`src/rtl/keypad_pkg.sv`:
```
// rtl/keypad_pkg.sv - shared keypad types: column states, synchronizer depth, debouncer types
package keypad_pkg;

    localparam int SYNC_STAGES = 2;
    localparam int CNT_W       = 16;

    typedef enum logic [1:0] {
        COL0 = 2'd0,
        COL1 = 2'd1,
        COL2 = 2'd2,
        COL3 = 2'd3
    } col_state_e;

    typedef enum logic [1:0] {
        DB_IDLE    = 2'd0,
        DB_CHECK   = 2'd1,
        DB_PRESSED = 2'd2,
        DB_RELEASE = 2'd3
    } db_state_e;

    typedef struct packed {
        logic       valid;
        logic [1:0] row;
        logic [1:0] col;
    } key_code_t;

    // One-hot column drive pattern for a column state.
    function automatic logic [3:0] col_onehot(col_state_e s);
        return 4'b0001 << s;
    endfunction

endpackage

```
`src/rtl/keypad_scanner_if.sv`:
```
// rtl/keypad_scanner_if.sv - keypad row/column signal bundle
interface keypad_scanner_if;
    logic [3:0] row_raw;
    logic       button_pressed;
    logic [3:0] col_drive;
    logic [1:0] col_idx;
    logic [3:0] q_row_keys;

    // Scanner side: drives columns, consumes rows and the debouncer busy flag.
    modport master (
        input  row_raw,
        input  button_pressed,
        output col_drive,
        output col_idx,
        output q_row_keys
    );

    // Keypad/debouncer side.
    modport slave (
        output row_raw,
        output button_pressed,
        input  col_drive,
        input  col_idx,
        input  q_row_keys
    );
endinterface

```
`src/rtl/keypad_scanner_sync_2ff.sv`:
```
// rtl/keypad_scanner_sync_2ff.sv - multi-bit flop-chain synchronizer for async row inputs
module sync_2ff
    import keypad_pkg::*;
#(
    parameter int WIDTH = 4
) (
    input  logic             clk,
    input  logic             rst_n,
    input  logic [WIDTH-1:0] d,
    output logic [WIDTH-1:0] q
);

    logic [WIDTH-1:0] stage_q [SYNC_STAGES];

    // Shift the asynchronous input through SYNC_STAGES flops.
    always_ff @(posedge clk or negedge rst_n) begin
        if (!rst_n) begin
            for (int i = 0; i < SYNC_STAGES; i++) begin
                stage_q[i] <= '0;
            end
        end else begin
            stage_q[0] <= d;
            for (int i = 1; i < SYNC_STAGES; i++) begin
                stage_q[i] <= stage_q[i-1];
            end
        end
    end

    assign q = stage_q[SYNC_STAGES-1];

endmodule

```
`src/rtl/keypad_scanner.sv`:
```
// rtl/keypad_scanner.sv - column-scanning keypad front end with dwell counter and row blanking
module keypad_scanner
    import keypad_pkg::*;
#(
    parameter int SCAN_DIV = 5
) (
    input  logic             clk,
    input  logic             reset,
    keypad_scanner_if.master kif
);

    localparam logic [CNT_W-1:0] TERM_CNT = CNT_W'(SCAN_DIV - 1);
    localparam logic [CNT_W-1:0] SETTLE   = CNT_W'(2);

    col_state_e       state_q, state_d;
    logic [CNT_W-1:0] cnt_q, cnt_d;
    logic [3:0]       col_drive_q, col_drive_d;
    logic [1:0]       col_idx_q, col_idx_d;
    logic             qual_q, qual_d;
    logic             advance;
    logic [3:0]       row_sync;

    sync_2ff #(.WIDTH(4)) u_sync (
        .clk   (clk),
        .rst_n (reset),
        .d     (kif.row_raw),
        .q     (row_sync)
    );

    // Next column, dwell count and output qualification; hold wins over terminal count.
    always_comb begin
        advance     = (cnt_q >= TERM_CNT) && !kif.button_pressed;
        state_d     = state_q;
        cnt_d       = cnt_q;
        if (advance) begin
            state_d = col_state_e'(state_q + 2'd1);
            cnt_d   = '0;
        end else if (cnt_q < TERM_CNT) begin
            cnt_d   = cnt_q + 1'b1;
        end
        col_drive_d = col_onehot(state_d);
        col_idx_d   = state_d;
        qual_d      = (cnt_d >= SETTLE);
    end

    // Column FSM, dwell counter and registered outputs.
    always_ff @(posedge clk or negedge reset) begin
        if (!reset) begin
            state_q     <= COL0;
            cnt_q       <= '0;
            col_drive_q <= 4'b0001;
            col_idx_q   <= 2'd0;
            qual_q      <= 1'b0;
        end else begin
            state_q     <= state_d;
            cnt_q       <= cnt_d;
            col_drive_q <= col_drive_d;
            col_idx_q   <= col_idx_d;
            qual_q      <= qual_d;
        end
    end

    assign kif.col_drive  = col_drive_q;
    assign kif.col_idx    = col_idx_q;
    // Blank the first two dwell cycles so rows latched under the previous column never leak out.
    assign kif.q_row_keys = row_sync & {4{qual_q}};

endmodule

```
`src/flat_wrapper.sv`:
```
// flat-port wrapper written by rule: the top's interface ports become plain ports
module keypad_scanner_flat import keypad_pkg::*;
#(
    parameter int SCAN_DIV = 5
)
  (clk, reset, kif_row_raw, kif_button_pressed, kif_col_drive, kif_col_idx, kif_q_row_keys);
  keypad_scanner_if kif_i ();
  input  logic clk;
  input  logic reset;
  input wire logic [$bits(kif_i.row_raw)-1:0] kif_row_raw;
  input wire logic [$bits(kif_i.button_pressed)-1:0] kif_button_pressed;
  output wire logic [$bits(kif_i.col_drive)-1:0] kif_col_drive;
  output wire logic [$bits(kif_i.col_idx)-1:0] kif_col_idx;
  output wire logic [$bits(kif_i.q_row_keys)-1:0] kif_q_row_keys;
  assign kif_i.row_raw = kif_row_raw;
  assign kif_i.button_pressed = kif_button_pressed;
  assign kif_col_drive = kif_i.col_drive;
  assign kif_col_idx = kif_i.col_idx;
  assign kif_q_row_keys = kif_i.q_row_keys;
  keypad_scanner #(.SCAN_DIV(SCAN_DIV)) u_core (.clk(clk), .reset(reset), .kif(kif_i));
endmodule
```
`config.mk`:
```
export PLATFORM = sky130hd
export DESIGN_NAME = keypad_scanner_flat
export DESIGN_NICKNAME = d
export VERILOG_FILES = /design/src/rtl/keypad_pkg.sv /design/src/rtl/keypad_scanner_if.sv /design/src/rtl/keypad_scanner_sync_2ff.sv /design/src/rtl/keypad_scanner.sv /design/src/flat_wrapper.sv
export SDC_FILE = /design/constraint.sdc
export NUM_CORES = 1
export LEC_CHECK = 0
export ABC_AREA = 1
export ABC_CLOCK_PERIOD_IN_PS = 1400
export CAP_MARGIN = 20
export CELL_PAD_IN_SITES_DETAIL_PLACEMENT = 0
export CELL_PAD_IN_SITES_GLOBAL_PLACEMENT = 1
export CORE_ASPECT_RATIO = 0.75
export CORE_UTILIZATION = 37
export CTS_CLUSTER_SIZE = 10
export DETAILED_ROUTE_END_ITERATION = 10
export HOLD_SLACK_MARGIN = 0.05
export PLACE_DENSITY_LB_ADDON = 0.1
export SLEW_MARGIN = 20
export SYNTH_ARGS = -nofsm -noshare
export SYNTH_HDL_FRONTEND = slang
export SYNTH_SLANG_ARGS = --single-unit
```
`constraint.sdc`:
```
create_clock -name clk -period 1.4 [get_ports clk]
set_input_delay 0.14 -clock clk [delete_from_list [all_inputs] [get_ports clk]]
set_output_delay 0.14 -clock clk [all_outputs]
set_load 0.01 [all_outputs]
```
==> results of run 1 <==
## cell usage in the layout (no fill, tap or decap)
cell type         n
buf_12            2
buf_4             9
clkbuf_1          1
clkbuf_16         1
clkbuf_8          5
clkdlybuf4s50_1  11
clkinv_2          1
clkinvlp_4        1
dfrtp_1          30
dfstp_2           1
dlygate4sd2_1     5
ha_1              2
inv_1            28
inv_2             2
inv_6             1
nand2_1          15
nand2_2           4
nand2_4           2
nand2_8           1
nand3_1           3
nor2_1           13
nor2_4           13
o21ai_0           4
o21ai_1           4
or2_4             1
xor2_2            1
## power by group through the flow
| stage | clock (W) | sequential (W) | combinational [W] |
|---|---|---|---|
| 3_5_place_dp | 0 | 0.00114 | 0.00101 |
| 4_1_cts | 0.000699 | 0.00112 | 0.00105 |
| 6_report | 0.000670 | 0.00112 | 0.00118 |
| 5_1_grt | 0.000754 | 0.00113 | 0.00132 |
| 2_1_floorplan | 0 | 0.00117 | 0.000595 |
| 3_3_place_gp | 0 | 0.00114 | 0.000997 |
## state kept, by name, indices dropped and copies added (netlist names)
signal / flops
u_core.u_sync.stage_q: 4
u_core.kif.col_drive: 4
u_core.u_sync.q: 4
u_core.cnt_q: 16
u_core.state_q: 2
u_core.qual_q: 1
## metrics by stage
stage          setup slack, ns  std cells  cell area (µm²)
2_1_floorplan           0.0885        127             1320
3_3_place_gp            0.0105        189             1570
3_5_place_dp           -0.0144        189             1570
4_1_cts                0.00739        200             1690
5_1_grt                -0.0726        201             1740
6_report                0.0110        201             1740
## repair_timing
action,4_1_cts,5_1_grt
pin swaps,7,10
gates resized for setup,8,12
cloned,0,1
endpoints found under the setup margin,10,6
buffers inserted,3,0
## area by class of cell
class / instances / area share [%]
flip-flops and latches: 31 / 44.5
multi-input cells: 63 / 24.3
repair buffers: 28 / 16.4
inverters: 31 / 6.96
clock buffers: 6 / 4.16
well taps: 40 / 2.87
clock inverters: 2 / 0.717
## logic make-up (layout without fill, tap and decap cells)
family,after synthesis,after routing,share of synthesized area (%)
AND/OR/NAND/NOR,52,52,23.1
buffers and inverters,33,67,12.3
flip-flops,31,31,59.0
AO/OA/AOI/OAI,8,8,3.04
adder cells (fa/ha/maj),2,2,1.90
XOR/XNOR,1,1,0.666
## worst max path at each step
stage                                 from                      end  slack [ns]  cells after the start
after floorplan            u_core.cnt_q[3]          u_core.cnt_q[6]        0.09                      8
after global placement     u_core.cnt_q[3]  u_core.kif.col_drive[0]        0.01                      8
after detailed placement   u_core.cnt_q[3]  u_core.kif.col_drive[0]       -0.01                      8
after CTS                 u_core.cnt_q[11]            u_core.qual_q       0.007                     10
after global routing      u_core.cnt_q[13]            u_core.qual_q       -0.07                     10
final                      u_core.cnt_q[2]            u_core.qual_q        0.01                      9
## per-layer routing
metal  vias up  routed length, µm  share of wire [%]
li1        424                  -                  -
met1       381               1030                 48
met2        14                988                 46
met3         4                 94                4.4
met4         0                 34                1.6
met5         -                  0                  0
==> key figures, run 1 <==
Clocking
  – Reg clk slew, reported paths: ~0.07 ns
  – Clock tree from TritonCTS: built
  – CTS H-tree lvls: 2
  – CTS root buffer: clkbuf_8
  – # clock sinks: 31
  – CTS max path bufs: 2
  – Num CTS Buffers: 5
  – # hold bufs at CTS: 0
  – Clock latency on the worst-skew pair: about 0.28 ns

Layout
  – Post-layout nets: approximately 170
  – Filler Cell Count: 306
  – Register area: 777 µm²
  – Core Util, Final: a little over half
  – Share of cells above drive strength 1: 28.0%
  – Footprint of the multi-input gates: 424 µm²
  – Area delta synth->final: 32.5%
  – Antenna cells: 0

Place
  – GPL Wtd Cong: 0.784
  – # port buffers: 16
  – HPWL after DPL: 1.39 mm

Logic synthesis
  – Mean Syn Cell Area: about 10 µm²
  – Most frequent cell after synthesis: dfrtp_1
  – Count of flip-flops with a built-in enable after synthesis: 0
  – Ys async rst share: 100%
  – Yosys reg bits: 31
  – Distinct cells, synth: 17
  – Cell taking the most area after synthesis: dfrtp_1
  – Synthesis warning total: 0
  – Synth Net Count: 136
  – Most frequent cells after synthesis: 30 x dfrtp_1, 29 x inv_1, 20 x nand2_1
  – Ranking of synthesized cells by area: dfrtp_1 57%, nor2_4 9.4%, inv_1 8.3%, nand2_1 5.7%, nor2_1 4.0%
  – Most used DFF post-synth: dfrtp_1
  – Gate Count Post-Synth: 127
  – Top cell type's share of synthesized area: 57.0%
  – Sequential fraction of the synthesis area: 59.0%
  – Synth Cell Area: 1320 µm²

Detailed routing
  – Aggregate routed wire length: 2.15 mm
  – Initial DRC count: 46
  – WL/cell: 10.7 µm
  – Vias post-DR: 823
  – Final ANT Viol Nets: 0
  – First-pass detailed-route iteration total: 6
  – DR vias/cell: 4.09
  – Residual DRC count: 0

Power
  – Static leakage: 0.891 nW
  – VDD IR max: 0.000826 V
  – Pwr Total: 0.00297 W
  – Cell area power density: 1700 nW/µm²
  – Switch share: roughly a third
  – Clock share of power: 22.5%
  – Logic pwr share: 39.8%
  – Net switching power: between 0.001 and 0.0015 W
  – Internal Pwr Total: a little under 0.002 W
  – Register share of total power: 37.7%

Global route
  – Vias in the first global route: 797
  – Total Routing Usage GR: 13.0%
  – Initial antenna violation count: 0
  – Largest net degree at the start of global routing: 32
  – First-pass GRT wire length: 3.44 mm
  – GR Layer Usage met1: 15.0%
  – GR peak layer: met2
  – Met2 GRT Util: roughly a fifth
  – Total gr overflow: 0
  – Met3 Use GR: 5.81%

Worst setup path
  – Setup Crit Path Kind: reg -> reg
  – Count of buffer and inverter cells on the critical path: 1
  – Cells on worst reg2reg path: 9
  – CP startpoint kind: flop
  – Reg2reg end: u_core.qual_q
  – CP endpoint kind: flop
  – Max incr delay on CP: between 0.3 and 0.4 ns
  – CP arrival: 1.61 ns
  – CP max FO: 5
  – Top Family by Delay on Critical Path: simple AND/OR/NAND/NOR gates
  – WP data required: 1.62 ns
  – Slowest stage cell, crit path: dfrtp_1
  – Reg2Reg Setup Slack: 0.01 ns
  – Most common cell on crit path: nand2_1
  – Worst R2R Start: u_core.cnt_q[2]
  – Critical Path, Cell by Cell: or2_4 > nor2_4 > nand2_4 > nand2_8 > clkbuf_16 > o21ai_1 > nand2_1 > nor2_1 > nand2_1

Timing
  – Max-slew violations: 0
  – Setup TNS: 0 ns
  – Fin. Hold Viols: 0
  – Peak Freq: 0.720 GHz
  – Clock Skews: ~0.0056 ns
  – RSZ-0062 raised after global routing: true
  – Hold slack: 0.217 ns
  – Rel. slew slack: 85.2%
  – Minimum clock period: 1.39 ns
  – Slew @ Worst Pin: 0.222 ns
  – Final Cycle Share: 99.2%
  – Final setup viols: 0

Floorplan
  – Initial Util: between 30% and 40%
  – Die height: 53.7 µm
  – Die ar.: 3800 µm²
  – I/O pin count: 17
  – Core area: between 3000 and 4000 µm²
  – Row cnt: 18
  – Chip width: 70.9 µm

Status
  – Outcome: completed

Hold path
  – Min-Delay Path Class: in -> async

Flow run
  – Max cap viols: 0
Note: power is estimated with default switching activity, not from simulation.
==> run 2: changes to the inputs <==
--- a/config.mk
+++ b/config.mk
@@ -14,7 +14,7 @@
 export CORE_UTILIZATION = 37
 export CTS_CLUSTER_SIZE = 10
 export DETAILED_ROUTE_END_ITERATION = 10
-export HOLD_SLACK_MARGIN = 0.05
+export HOLD_SLACK_MARGIN = 0.03
 export PLACE_DENSITY_LB_ADDON = 0.1
 export SLEW_MARGIN = 20
 export SYNTH_ARGS = -nofsm -noshare
==> results of run 2 <==
The final DEF is identical to that of run 1; final timing and power are the same.
==> run 3: changes to the inputs <==
--- a/config.mk
+++ b/config.mk
@@ -7,7 +7,6 @@
 export LEC_CHECK = 0
 export ABC_AREA = 1
 export ABC_CLOCK_PERIOD_IN_PS = 1400
-export CAP_MARGIN = 20
 export CELL_PAD_IN_SITES_DETAIL_PLACEMENT = 0
 export CELL_PAD_IN_SITES_GLOBAL_PLACEMENT = 1
 export CORE_ASPECT_RATIO = 0.75
@@ -16,7 +15,7 @@
 export DETAILED_ROUTE_END_ITERATION = 10
 export HOLD_SLACK_MARGIN = 0.03
 export PLACE_DENSITY_LB_ADDON = 0.1
-export SLEW_MARGIN = 20
+export SLEW_MARGIN = 15
 export SYNTH_ARGS = -nofsm -noshare
 export SYNTH_HDL_FRONTEND = slang
 export SYNTH_SLANG_ARGS = --single-unit
==> results of run 3 <==
The final DEF is identical to that of run 1; final timing and power are the same.
